===== config.mk =====
export PLATFORM = sky130hd
export DESIGN_NAME = karatsuba_2way_sequencer
export DESIGN_NICKNAME = d
export VERILOG_FILES = /design/src/rtl/karatsuba_2way_sequencer.sv
export SDC_FILE = /design/constraint.sdc
export NUM_CORES = 2
export LEC_CHECK = 0
export CAP_MARGIN = 0
export CORE_AREA = 5 5 528 530
export CTS_BUF_LIST = sky130_fd_sc_hd__clkbuf_16
export DETAILED_ROUTE_END_ITERATION = 8
export DIE_AREA = 0 0 533 535
export HOLD_SLACK_MARGIN = 0.12
export PLACE_DENSITY = 0.47
export RECOVER_POWER = 25
export SYNTH_ARGS = -nofsm -noshare
export SYNTH_HDL_FRONTEND = slang
export SYNTH_SLANG_ARGS = --single-unit

===== constraint.sdc =====
create_clock -name clk -period 2.3 [get_ports clk]
set_input_delay 0.345 -clock clk [delete_from_list [all_inputs] [get_ports clk]]
set_output_delay 0.345 -clock clk [all_outputs]
set_load 0.02 [all_outputs]

===== src/rtl/karatsuba_2way_sequencer.sv =====
// Two-way Karatsuba sequencer for carry-less (GF(2)[x]) multiplication.
// Runs one shared HALF x HALF core three times (hi*hi, lo*lo, mid*mid),
// then XOR-combines the sub-products into the full 2*WIDTH product.
module karatsuba_2way_sequencer #(
    parameter int WIDTH = 224,
    localparam int HALF = WIDTH / 2
) (
    input  logic                 clk,
    input  logic                 rst,
    input  logic                 in_valid,
    output logic                 in_ready,
    input  logic [WIDTH-1:0]     in_a,
    input  logic [WIDTH-1:0]     in_b,
    output logic                 sub_start,
    output logic [HALF-1:0]      sub_a,
    output logic [HALF-1:0]      sub_b,
    input  logic                 sub_done,
    input  logic [2*HALF-1:0]    sub_p,
    output logic                 out_valid,
    input  logic                 out_ready,
    output logic [2*WIDTH-1:0]   out_c,
    output logic                 busy,
    output logic                 err_spur
);

    typedef enum logic [2:0] {
        IDLE,
        HH,
        LL,
        MID,
        COMB,
        OUT
    } state_t;

    state_t              state;
    logic [WIDTH-1:0]    a_reg;
    logic [WIDTH-1:0]    b_reg;
    logic [2*HALF-1:0]   p_hh;
    logic [2*HALF-1:0]   p_ll;
    logic [2*HALF-1:0]   p_mid;
    logic [2*HALF-1:0]   p_cross;
    logic                done_ok;
    logic                done_spur;

    // Middle Karatsuba term and qualification of the core's done pulse.
    // A done in the same cycle as sub_start cannot belong to that start.
    always_comb begin
        p_cross   = p_mid ^ p_hh ^ p_ll;
        done_ok   = sub_done && !sub_start;
        done_spur = sub_done && (sub_start || state == IDLE ||
                                 state == COMB || state == OUT);
    end

    // Control FSM with registered handshake, core operand and product outputs.
    always_ff @(posedge clk) begin
        if (rst) begin
            state     <= IDLE;
            in_ready  <= 1'b1;
            sub_start <= 1'b0;
            sub_a     <= '0;
            sub_b     <= '0;
            out_valid <= 1'b0;
            out_c     <= '0;
            busy      <= 1'b0;
            err_spur  <= 1'b0;
            a_reg     <= '0;
            b_reg     <= '0;
            p_hh      <= '0;
            p_ll      <= '0;
            p_mid     <= '0;
        end else begin
            sub_start <= 1'b0;
            if (done_spur) begin
                err_spur <= 1'b1;
            end
            case (state)
                IDLE: begin
                    if (in_valid) begin
                        a_reg     <= in_a;
                        b_reg     <= in_b;
                        sub_a     <= in_a[WIDTH-1:HALF];
                        sub_b     <= in_b[WIDTH-1:HALF];
                        sub_start <= 1'b1;
                        in_ready  <= 1'b0;
                        busy      <= 1'b1;
                        state     <= HH;
                    end
                end
                HH: begin
                    if (done_ok) begin
                        p_hh      <= sub_p;
                        sub_a     <= a_reg[HALF-1:0];
                        sub_b     <= b_reg[HALF-1:0];
                        sub_start <= 1'b1;
                        state     <= LL;
                    end
                end
                LL: begin
                    if (done_ok) begin
                        p_ll      <= sub_p;
                        sub_a     <= a_reg[WIDTH-1:HALF] ^ a_reg[HALF-1:0];
                        sub_b     <= b_reg[WIDTH-1:HALF] ^ b_reg[HALF-1:0];
                        sub_start <= 1'b1;
                        state     <= MID;
                    end
                end
                MID: begin
                    if (done_ok) begin
                        p_mid <= sub_p;
                        state <= COMB;
                    end
                end
                COMB: begin
                    out_c     <= {p_hh, {WIDTH{1'b0}}}
                               ^ {{HALF{1'b0}}, p_cross, {HALF{1'b0}}}
                               ^ {{WIDTH{1'b0}}, p_ll};
                    out_valid <= 1'b1;
                    state     <= OUT;
                end
                OUT: begin
                    if (out_ready) begin
                        out_valid <= 1'b0;
                        in_ready  <= 1'b1;
                        busy      <= 1'b0;
                        state     <= IDLE;
                    end
                end
                default: begin
                    state <= IDLE;
                end
            endcase
        end
    end

endmodule

==> run metrics <==
initial antenna violation count=118; most common cell after layout, fill and taps aside=nand2_1; Worst-Margin Slew=between 0.8 and 0.9 ns; CTS tree=built; post-synthesis cell area=72500 um^2; top post-synthesis cells by area=dfxtp_1, nand2_1, a21oi_1, xnor2_1, o221ai_1; ys flop type=dfxtp_1; Total Power=0.0817 W; synth unique cells=34; worst setup margin=about 0.076 ns; delay-heaviest family, CP=buffers and inverters; area share of the largest cell type after synthesis=0.497; filler cell count=~28000; Async SR Flop Fraction=0; end-of-flow core utilization=0.380; register area=around 36000 um^2; Setup WS pre-CTS=-0.144 ns; first-pass GRT wire length=~480000 um; pin count of the biggest net entering global routing=between 150 and 200; antenna viol nets, final=0; total CTS buffers=213; Min-Delay Startpoint=sub_p[168]; TNS Setup=0 ns; crit-path max FO=2; Crit path depth=1; max FFs per register=between 400 and 500; fin crit period=between 2 and 2.5 ns; Crit Path Class=reg2out; max-cap viol count=0; HP Class=in2reg; worst relative slew slack=0.430; post-synth top area cell=dfxtp_1; routed wire length=328000 um; Bufs on Longest Clock Path=4; Crit. End Element=primary output; Detail Placement HPWL=239000 um; clock transition at the registers of the reported paths=0.06 ns; Clock Root Buffer=clkbuf_16; DR DRC count=0; share of layout cells above drive strength 1=0.0579; Power Density=approximately 790 nW/um^2; Setup Fix Bufs, Post-CTS=0; number of vias per cell=4.89; worst reg2reg path endpoint=sub_b[37]; wire per inst=22.6 um; number of synthesized flops with an enable pin=0; vias=~71000; Post-Syn Instances=8984; vias in the first global route=68800; hold worst-path end=p_mid[168]; flop2flop setup slack=0.16 ns; Avg Synthesized Cell Area=8.07 um^2; Area after DPL=92100 um^2; commonest cells after routing, fill and taps aside=nand2_1, dfxtp_1, a21oi_1; core region area=around 270000 um^2; Hold Path Depth=3; GRT Total Usage=0.218; post-route cell area=104000 um^2; # setup viols final=0; die height=approximately 540 um; RSZ-0062 raised after global routing=no; Layout area overhead=43.2%; status=completed; Slew Limit Fails=0; Max Fclk=~450 MHz; sequential area share after synthesis=0.497; Buffers & Inverters on Critical Path=1; # nets final=11400; final hold violation count=0; 1st-iter DRT viols=5575; H-tree levels=4; Crit path required time=1.96 ns; Initial Utilization=0.266; GPL Wtd Cong=between 0.8 and 0.9; Leak=35.9 nW; I/O pins=1354; clk_skew=a little under 0.08 ns; die area=285000 um^2; Max VDD drop=601 uV; slowest stage cell, crit path=clkdlybuf4s50_1; # rows=192; critical path launch point type=flip-flop; reg-to-reg startpoint=state[0]; Die Wd=533 um; Yosys reg bits=1800; Crit path largest cell delay=0.68 ns; GRT overflow=0; cell-by-cell trace of the critical path=clkdlybuf4s50_1; port bufs=about 1400; CTS sink count=1800; syn nets=9661; Worst EP arrival=between 1.5 and 2 ns; drt pass-1 iters=6; Reg with most FFs=out_c; period utilisation layout=0.967; clk_lat worst skew=~0.86 ns; FF-to-FF path depth=6; multi-input logic area=33300 um^2; YS warnings=0
-- cell usage after synthesis, types with 29 or more instances --
| library cell | n |
|---|---|
| a211oi_1 | 224 |
| a21oi_1 | 1351 |
| a31oi_1 | 224 |
| buf_1 | 29 |
| buf_2 | 280 |
| clkbuf_1 | 437 |
| dfxtp_1 | 1800 |
| nand2_1 | 2693 |
| nor2_1 | 227 |
| nor2b_1 | 230 |
| o21a_1 | 224 |
| o21ai_0 | 224 |
| o21ai_1 | 225 |
| o221ai_1 | 224 |
| xnor2_1 | 560 |
-- area by class of cell --
cell class,instances,area share
Sequential cell,1800,0.347
Multi-Input combinational cell,6435,0.321
Timing Repair Buffer,2265,0.223
Clock buffer,215,0.0518
Tap cell,3589,0.0433
Clock inverter,160,0.0118
Antenna cell,81,0.00195
-- repair_timing --
item | in CTS | in global routing
hold buffers | 587 | 0
hold endpoints to repair | 955 | 0
setup endpoints to repair | 290 | 13
resized for setup | 299 | 13
-- logic make-up after synthesis --
group,count (synthesis),share of synthesized area
xor gates and xnor gates,562,0.0679
DFF,1800,0.497
and+or+nand+nor,3168,0.173
buffers and inverters,749,0.0438
AOI/OAI and AO/OA,2705,0.218
-- how the worst max path moves through the flow --
stage | endpoint | start
after detailed placement | p_hh[19] | sub_done
after CTS | out_c[447] | out_c[447]
final | sub_a[8] | sub_a[8]
after global placement | p_hh[31] | sub_done
after floorplan | sub_a[100] | sub_start
after global routing | sub_b[47] | sub_b[47]
-- through the flow --
step                instances  hold slack, ns
CTS                     14500           0.120
detailed placement      13500           0.448
global placement        13500           0.445
floorplan                8984           0.449
finish                  14500           0.197
global route            14500           0.132
-- power breakdown --
part / leakage [nW] / switching [W] / total [W] / internal [W]
combinational: 17.9 / 0.00836 / 0.0147 / 0.00632
clock: 3.41 / 0.0140 / 0.0327 / 0.0188
sequential: 14.6 / 0.00139 / 0.0343 / 0.0329
total: 35.9 / 0.0237 / 0.0817 / 0.0580
-- per-layer routing --
layer,wire [um],global-route usage
met5,364,0
met4,14500,0.0880
met3,23000,0.0505
met2,151000,0.356
met1,139000,0.278
Note: power is estimated with default switching activity, not from simulation.
